### src/rtl/fir_coeff_pkg.sv
// Shared definitions for the fir_coeff register bridge: register offsets,
// STATUS bit positions and the handshake FSM state type.
package fir_coeff_pkg;

    localparam logic [3:0] ADR_STAGE0 = 4'h0;
    localparam logic [3:0] ADR_RDBK0  = 4'h4;
    localparam logic [3:0] ADR_CTRL   = 4'h8;
    localparam logic [3:0] ADR_STATUS = 4'h9;
    localparam logic [3:0] ADR_ID     = 4'hF;

    localparam int unsigned ST_BUSY = 0;
    localparam int unsigned ST_DONE = 1;
    localparam int unsigned ST_ERR  = 2;
    localparam int unsigned ST_TMO  = 3;

    typedef enum logic [1:0] {
        S_IDLE = 2'd0,
        S_REQ  = 2'd1,
        S_REL  = 2'd2
    } state_e;

endpackage

### src/rtl/fir_coeff_reg_bridge.sv
// Register-bus front end for fir_coeff_master: stages four write words,
// launches read/write ops over req/wr_op/ack and holds the read-back.
// Optional ack timeout enabled by defining FIR_COEFF_TIMEOUT_EN.
module fir_coeff_reg_bridge
    import fir_coeff_pkg::*;
#(
    parameter int unsigned TIMEOUT_CYCLES = 1024,
    parameter logic [15:0] BRIDGE_ID      = 16'hF1C0
) (
    input  logic         clk,
    input  logic         reset_n,
    input  logic         bus_wr,
    input  logic         bus_rd,
    input  logic [3:0]   bus_adr,
    input  logic [31:0]  bus_wr_data,
    output logic [31:0]  bus_rd_data,
    output logic         bus_rd_valid,
    output logic         req,
    output logic         wr_op,
    input  logic         ack,
    output logic [127:0] coeff_wr_data,
    input  logic [127:0] coeff_rd_data,
    output logic         busy
);

    state_e         state_q, state_d;
    logic           wr_op_q, wr_op_d;
    logic [127:0]   stage_q, stage_d;
    logic [127:0]   rdbk_q, rdbk_d;
    logic           done_q, done_d;
    logic           err_q, err_d;
    logic [31:0]    rd_data_q, rd_data_d;
    logic           rd_valid_q, rd_valid_d;
    logic           tmo_bit;
    logic [1:0]     start_bits;
    logic           start;
    logic [31:0]    status_w;

`ifdef FIR_COEFF_TIMEOUT_EN
    logic           tmo_q, tmo_d;
    logic           op_tmo_q, op_tmo_d;
    logic [31:0]    cnt_q, cnt_d;
    assign tmo_bit = tmo_q;
`else
    logic [31:0]    unused_timeout;
    assign unused_timeout = TIMEOUT_CYCLES;
    assign tmo_bit = 1'b0;
`endif

    assign req           = (state_q == S_REQ);
    assign busy          = (state_q != S_IDLE);
    assign wr_op         = wr_op_q;
    assign coeff_wr_data = stage_q;
    assign bus_rd_data   = rd_data_q;
    assign bus_rd_valid  = rd_valid_q;
    assign start_bits    = bus_wr_data[1:0];

    // Register writes, STATUS W1C and the req/ack handshake FSM.
    // FSM status updates come after W1C so a same-cycle set is not lost.
    always_comb begin
        state_d = state_q;
        wr_op_d = wr_op_q;
        stage_d = stage_q;
        rdbk_d  = rdbk_q;
        done_d  = done_q;
        err_d   = err_q;
        start   = 1'b0;
`ifdef FIR_COEFF_TIMEOUT_EN
        tmo_d    = tmo_q;
        op_tmo_d = op_tmo_q;
        cnt_d    = '0;
`endif
        if (bus_wr) begin
            if (bus_adr[3:2] == ADR_STAGE0[3:2]) begin
                if (state_q != S_IDLE) err_d = 1'b1;
                else stage_d[{bus_adr[1:0], 5'b0} +: 32] = bus_wr_data;
            end
            if (bus_adr == ADR_CTRL && start_bits != 2'b00) begin
                if (state_q != S_IDLE || start_bits == 2'b11) err_d = 1'b1;
                else start = 1'b1;
            end
            if (bus_adr == ADR_STATUS) begin
                if (bus_wr_data[ST_DONE]) done_d = 1'b0;
                if (bus_wr_data[ST_ERR])  err_d  = 1'b0;
`ifdef FIR_COEFF_TIMEOUT_EN
                if (bus_wr_data[ST_TMO])  tmo_d  = 1'b0;
`endif
            end
        end
        case (state_q)
            S_IDLE: begin
                if (start) begin
                    wr_op_d = start_bits[0];
                    done_d  = 1'b0;
                    state_d = S_REQ;
`ifdef FIR_COEFF_TIMEOUT_EN
                    op_tmo_d = 1'b0;
`endif
                end
            end
            S_REQ: begin
                if (ack) begin
                    if (!wr_op_q) rdbk_d = coeff_rd_data;
                    state_d = S_REL;
`ifdef FIR_COEFF_TIMEOUT_EN
                end else if (cnt_q == TIMEOUT_CYCLES - 1) begin
                    tmo_d    = 1'b1;
                    op_tmo_d = 1'b1;
                    state_d  = S_REL;
                end else begin
                    cnt_d = cnt_q + 32'd1;
`endif
                end
            end
            S_REL: begin
                if (!ack) begin
`ifdef FIR_COEFF_TIMEOUT_EN
                    if (!op_tmo_q) done_d = 1'b1;
`else
                    done_d = 1'b1;
`endif
                    state_d = S_IDLE;
                end
            end
            default: state_d = S_IDLE;
        endcase
    end

    // Read mux; registered so data and valid appear one cycle after bus_rd
    // and always reflect pre-write register contents.
    always_comb begin
        status_w          = '0;
        status_w[ST_BUSY] = busy;
        status_w[ST_DONE] = done_q;
        status_w[ST_ERR]  = err_q;
        status_w[ST_TMO]  = tmo_bit;
        rd_valid_d        = bus_rd;
        rd_data_d         = '0;
        if (bus_rd) begin
            if (bus_adr[3:2] == ADR_STAGE0[3:2])
                rd_data_d = stage_q[{bus_adr[1:0], 5'b0} +: 32];
            else if (bus_adr[3:2] == ADR_RDBK0[3:2])
                rd_data_d = rdbk_q[{bus_adr[1:0], 5'b0} +: 32];
            else if (bus_adr == ADR_STATUS)
                rd_data_d = status_w;
            else if (bus_adr == ADR_ID)
                rd_data_d = {16'h0000, BRIDGE_ID};
        end
    end

    // State and register storage with asynchronous active-low reset.
    always_ff @(posedge clk or negedge reset_n) begin
        if (!reset_n) begin
            state_q    <= S_IDLE;
            wr_op_q    <= 1'b0;
            stage_q    <= '0;
            rdbk_q     <= '0;
            done_q     <= 1'b0;
            err_q      <= 1'b0;
            rd_data_q  <= '0;
            rd_valid_q <= 1'b0;
`ifdef FIR_COEFF_TIMEOUT_EN
            tmo_q      <= 1'b0;
            op_tmo_q   <= 1'b0;
            cnt_q      <= '0;
`endif
        end else begin
            state_q    <= state_d;
            wr_op_q    <= wr_op_d;
            stage_q    <= stage_d;
            rdbk_q     <= rdbk_d;
            done_q     <= done_d;
            err_q      <= err_d;
            rd_data_q  <= rd_data_d;
            rd_valid_q <= rd_valid_d;
`ifdef FIR_COEFF_TIMEOUT_EN
            tmo_q      <= tmo_d;
            op_tmo_q   <= op_tmo_d;
            cnt_q      <= cnt_d;
`endif
        end
    end

endmodule

### config.mk
export PLATFORM = sky130hd
export DESIGN_NAME = fir_coeff_reg_bridge
export DESIGN_NICKNAME = d
export VERILOG_FILES = /design/src/rtl/fir_coeff_pkg.sv /design/src/rtl/fir_coeff_reg_bridge.sv
export SDC_FILE = /design/constraint.sdc
export NUM_CORES = 1
export LEC_CHECK = 0
export CAP_MARGIN = 20
export CORE_AREA = 2 2 216 133
export DETAILED_ROUTE_END_ITERATION = 10
export DIE_AREA = 0 0 218 135
export PLACE_DENSITY_LB_ADDON = 0.1
export SLEW_MARGIN = 0
export SYNTH_ARGS = -nofsm -noshare
export SYNTH_HDL_FRONTEND = slang
export SYNTH_SLANG_ARGS = --single-unit
### constraint.sdc
create_clock -name clk -period 2.1 [get_ports clk]
set_clock_uncertainty 0.05 [all_clocks]
set_input_delay 0.63 -clock clk [delete_from_list [all_inputs] [get_ports clk]]
set_output_delay 0.63 -clock clk [all_outputs]
set_load 0.05 [all_outputs]
Yosys cells after proc, flatten, opt, wreduce, memory -nomap -nowiden. Index checks and enable logic that the tools add are counted.

Register bits: 294. Output and inout bits: 164. Word-level logic and storage cells: 60.

Add/subtract/negate cells: 1. Equal/unequal tests: 10. Shift operators: 4. Multiplexer cells: 25. Bitwise logic cells: 2. Reduce and logical (&&, ||, !) cells: 10.

Operator list (number): 128-bit by 8-bit indexed part select with 32-bit output (2); 128-bit bitwise mux (1); 32-bit by 9-bit variable shift with 128-bit output (first input constant) (1); 32-bit by 9-bit indexed part select with 128-bit output (1); 32-bit 2-to-1 mux (3); 16-bit 2-to-1 mux (2); 1-bit 2-to-1 mux (14); 4-bit equality test (second input constant) (3); 7-bit negation with 9-bit output (1); 3-bit AND reduction (3); 2-bit 2-to-1 mux (3); 2-bit case mux with 3 select lines (1); 2-bit by 1-bit equality test with 1-bit output (second input constant) (2); 2-bit equality test (second input constant) (2); 2-bit zero test (2); 2-bit != test (second input constant) (2); 2-bit nonzero test (2); 2-bit by 1-bit != test with 1-bit output (second input constant) (1); 1-bit inverter (2); 1-bit case mux with 2 select lines (1); 2-bit AND reduction (1); 1-bit logical AND (1); 1-bit logical OR (1).

Logic depth before layout (Yosys ltp).
Word-level depth: 7. Depth in mapped cells: 10. Depth with buffers taken out: 5.

Worst setup path after synthesis. Ideal clock, no wire load.

Path kind: input to register. Start: input bus_adr[0]. End: register stage_q[97] (netlist: coeff_wr_data[97]). Setup time: 0.079 ns. Arrival time: 2.382 ns. Required time: 1.971 ns. Setup slack: -0.412 ns. Stages: 9. Buffers on the path: 4. Cell sequence: buf_6 buf_2 buf_1 inv_1 ha_1 nor3b_2 clkbuf_1 nand2_1 mux2i_1.

Longest elaborated chain between the ends: 3. Elaborated cells on any way between the ends: 4.

Ends and longest elaborated chain: from (decl) (RTL line fir_coeff_reg_bridge.sv:14) `input logic [3:0] bus_adr,`; 7-bit negation with 9-bit output (*) (RTL line fir_coeff_reg_bridge.sv:76) `else stage_d[{bus_adr[1:0], 5'b0} +: 32] = bus_wr_data;`; 32-bit by 9-bit indexed part select with 128-bit output / 32-bit by 9-bit variable shift with 128-bit output (equally long branches) (RTL line fir_coeff_reg_bridge.sv:76); 128-bit bitwise mux (*) (RTL line fir_coeff_reg_bridge.sv:76); to (signal assigned) (RTL line fir_coeff_reg_bridge.sv:170) `stage_q <= stage_d;`; to (decl) (RTL line fir_coeff_reg_bridge.sv:28) `logic [127:0] stage_q, stage_d;`.

Mark *: on every way between the ends. The rest lies on a longest branch, timed or not. A chain may end at the register's enable or synchronous reset.

Worst setup path after layout.
Start: register state_q[0]. End: output busy.

Longest elaborated chain between the ends: 1.

Ends and longest elaborated chain: from (decl) (RTL line fir_coeff_reg_bridge.sv:26) `state_e state_q, state_d;`; from (signal assigned) (RTL line fir_coeff_reg_bridge.sv:168) `state_q <= state_d;`; 2-bit nonzero test (RTL line fir_coeff_reg_bridge.sv:51) `assign busy = (state_q != S_IDLE);`; to (decl) (RTL line fir_coeff_reg_bridge.sv:23) `output logic busy`.

Every way passes these cells.

==> results.py <==
metrics = {
    "timing": {
        "period_minus_slack_ns": 2.060,
        "tightest_slew_ns": 0.4300,
        "fin_crit_sh_pct": 98.12,
        "setup_viol": 0,
        "rsz0062_at_grt": "false",
        "fin_tns_setup_ns": 0,
        "fmax_mhz": 485.3,
        "hold_slack_ns": 0.4543,
        "hold_viol": 0,
        "maxSlewHeadroom_pct": 70.59,
        "report.final.slew_viol_count": 0,
    },
    "routing": {
        "dr_wl_met2_microns": 17840,
        "wl_met1_microns": 19560,
        "ant_nets": 0,
        "drtPass1Iterations": 5,
        "highest_layer": "met5",
        "drt_iter0_markers": 688,
        "vias_per_cell": 5.389,
        "dr_total_vias": 9743,
        "wl_microns": 40970,
        "met3_length_microns": 2879,
        "wl_per_cell_microns": 22.66,
        "drc": 0,
    },
    "floorplanning": {
        "start_util_pct": 49.63,
        "fp.dieH_microns": 135,
        "fp.dieW_microns": 218,
        "dieArea_sq_mm": 0.02943,
        "ios": 333,
        "rows": 47,
        "fp.coreArea_sq_mm": 0.02729,
    },
    "clocking": {
        "htreeDepth": 1,
        "root_buffer": "clkbuf_16",
        "clk_pin_slew_ns": 0.06,
        "clk_latency_ns": 0.55,
        "clock_sinks": 294,
        "cts_made_buffers": 28,
        "clock_path_buffers": 3,
        "cts_tree": "yes",
    },
    "final_layout": {
        "final_cells": 1808,
        "fin_nets": 1594,
        "area_delta_synth_final_pct": 37.48,
        "layout-drive-gt1-share_pct": 34.10,
        "fin_area_sq_mm": 0.01862,
    },
    "worst_setup_path": {
        "cp_max_fo": 4,
        "worstSetupPathType": "flop to output pin",
        "slowest_delay_ns": 0.42,
        "cp_data_arrival_time_ns": 1.38,
        "cp.required_ns": 1.42,
        "startpoint_type": "flop",
        "crit_slowest_cell": "dfrtp_1",
        "end_kind": "output pin",
        "timing.reg2reg.setup_slack_ns": 0.21,
        "cp_cell_sequence": "or2_4, buf_8",
        "r2r_cells": 7,
    },
    "synth": {
        "syn_area_per_cell_sq_um": 12.95,
        "ys_ff_latch": 294,
        "ys.flop_type": "dfrtp_1",
        "yosys_warnings": 0,
        "synth_edf_count": 0,
        "synth_top_area_share_pct": 54.33,
        "yosys.area.top_type": "dfrtp_1",
        "synthArstFlopShare_pct": 100.0,
        "yosysSeqAreaShare_pct": 54.33,
        "ys_types": 43,
        "synthCells": 1046,
        "synthTopCellsByCount": "dfrtp_1, mux2i_1, inv_1, nand2_1, mux2_2",
        "synthTopCellsByArea": "dfrtp_1, mux2_2, mux2i_1",
        "synth_area_sq_mm": 0.01354,
        "syn_nets": 1220,
        "synth_most_common_cell": "dfrtp_1",
    },
    "pwr": {
        "leakagePower_nw": 9.243,
        "p_total_mw": 21.08,
        "ir_worst_vdd_v": 0.0007685,
        "power.density_mw_per_mm2": 1132,
    },
    "placement": {
        "hpwl_microns": 29800,
        "gp_congestion": 0.8641,
        "port_buffers": 332,
        "place_area_sq_mm": 0.01754,
        "dp_cells": 1750,
    },
    "global_routing": {
        "track_usage_pct": 28.07,
        "grt.overflow.total": 0,
        "grt_pass1_wl_microns": 61670,
        "grt_pass1_vias": 9821,
        "grt_max_degree": 55,
        "antenna_found_initial": 4,
    },
    "status": {
        "status": "complete, no violations",
    },
    "hold_path": {
        "min_path_type": "flop to flop",
        "whs_path_depth": 1,
    },
    "run": {
        "cap_violations": 0,
    },
}
==> critical path: cells and delay by family (launching register included) <==
kind	cells	cell delay, ns
DFF	1	0.42
buffers and inverters	1	0.15
and+or+nand+nor	1	0.26
==> sequential cells by signal (all words and copies together), names as in the netlist <==
register	cells
rdbk_q	128
bus_rd_data	32
state_q	2
err_q	1
coeff_wr_data	128
wr_op	1
done_q	1
bus_rd_valid	1
==> worst paths after layout <==
check,startpoint,endpoint
max,state_q[0],busy
min,rdbk_q[51],rdbk_q[51]
min reg2reg,rdbk_q[51],rdbk_q[51]
max reg2reg,state_q[0],rdbk_q[65]
max in group asynchronous,reset_n,rdbk_q[75]
min in group asynchronous,reset_n,coeff_wr_data[73]
==> per-stage QoR <==
| step | setup WS (ns) | utilization (%) |
|---|---|---|
| 2_1_floorplan | -0.01509 | - |
| 6_report | 0.03953 | 68.23 |
| 5_1_grt | 0.0005655 | 68.22 |
| 3_5_place_dp | -0.1847 | 64.28 |
| 3_3_place_gp | -0.2095 | 64.28 |
| 4_1_cts | 0.01203 | 68.12 |
==> timing repair <==
action / in CTS / in global routing
endpoints found under the setup margin: 2 / 1
hold endpoints to repair: 35 / 0
gates resized for setup: 6 / 1
buffers inserted: 3 / 3
hold buffers: 1 / 0
==> power by group <==
| part | switching [mW] | internal [mW] | leakage [nW] |
|---|---|---|---|
| clock network | 2.22 | 3.30 | 0.492 |
| registers | 1.05 | 7.17 | 3.67 |
| logic | 4.45 | 2.89 | 5.08 |
| total | 7.71 | 13.4 | 9.24 |
==> layout by cell type (no fill, tap or decap), types with 5 or more instances in the layout <==
cell             synthesis  layout
nand2_1                133     133
a22o_1                  22      22
buf_12                   0      30
buf_4                   12     208
dfrtp_1                294     294
mux4_2                  54      54
clkbuf_8                 0       5
mux2_2                 131     131
mux2i_1                137     137
clkbuf_16                0      29
nor2b_1                  7       7
inv_1                  133     132
bufinv_16                0       5
clkinv_2                 0       6
clkdlybuf4s50_1          0     165
==> final cells by class <==
cell class | instances | area (sq um)
Fill cell | 2035 | 8670
Sequential cell | 294 | 7357
Multi-Input combinational cell | 555 | 5425
Timing Repair Buffer | 408 | 3876
Clock buffer | 38 | 809.5
Inverter | 133 | 499.2
Tap cell | 367 | 459.2
Clock inverter | 12 | 187.7
Antenna cell | 1 | 2.502
==> metal layers <==
| metal | track usage (%) | vias to the layer above |
|---|---|---|
| met5 | 0 | - |
| met4 | 4.875 | 4 |
| met3 | 6.486 | 55 |
| met2 | 40.28 | 302 |
| met1 | 43.93 | 5048 |
| li1 | - | 4334 |
==> logic make-up (layout without fill, tap and decap cells) <==
group | count (synthesis) | count (layout) | synth area share, %
muxes | 322 | 322 | 30.00
DFF | 294 | 294 | 54.33
buffers and inverters | 197 | 591 | 6.172
and+or+nand+nor | 172 | 172 | 5.618
AOI/OAI and AO/OA | 56 | 56 | 3.419
adders and majority gates | 5 | 5 | 0.4620
other | 0 | 1 | 0
(Power assumes the default switching activity.)
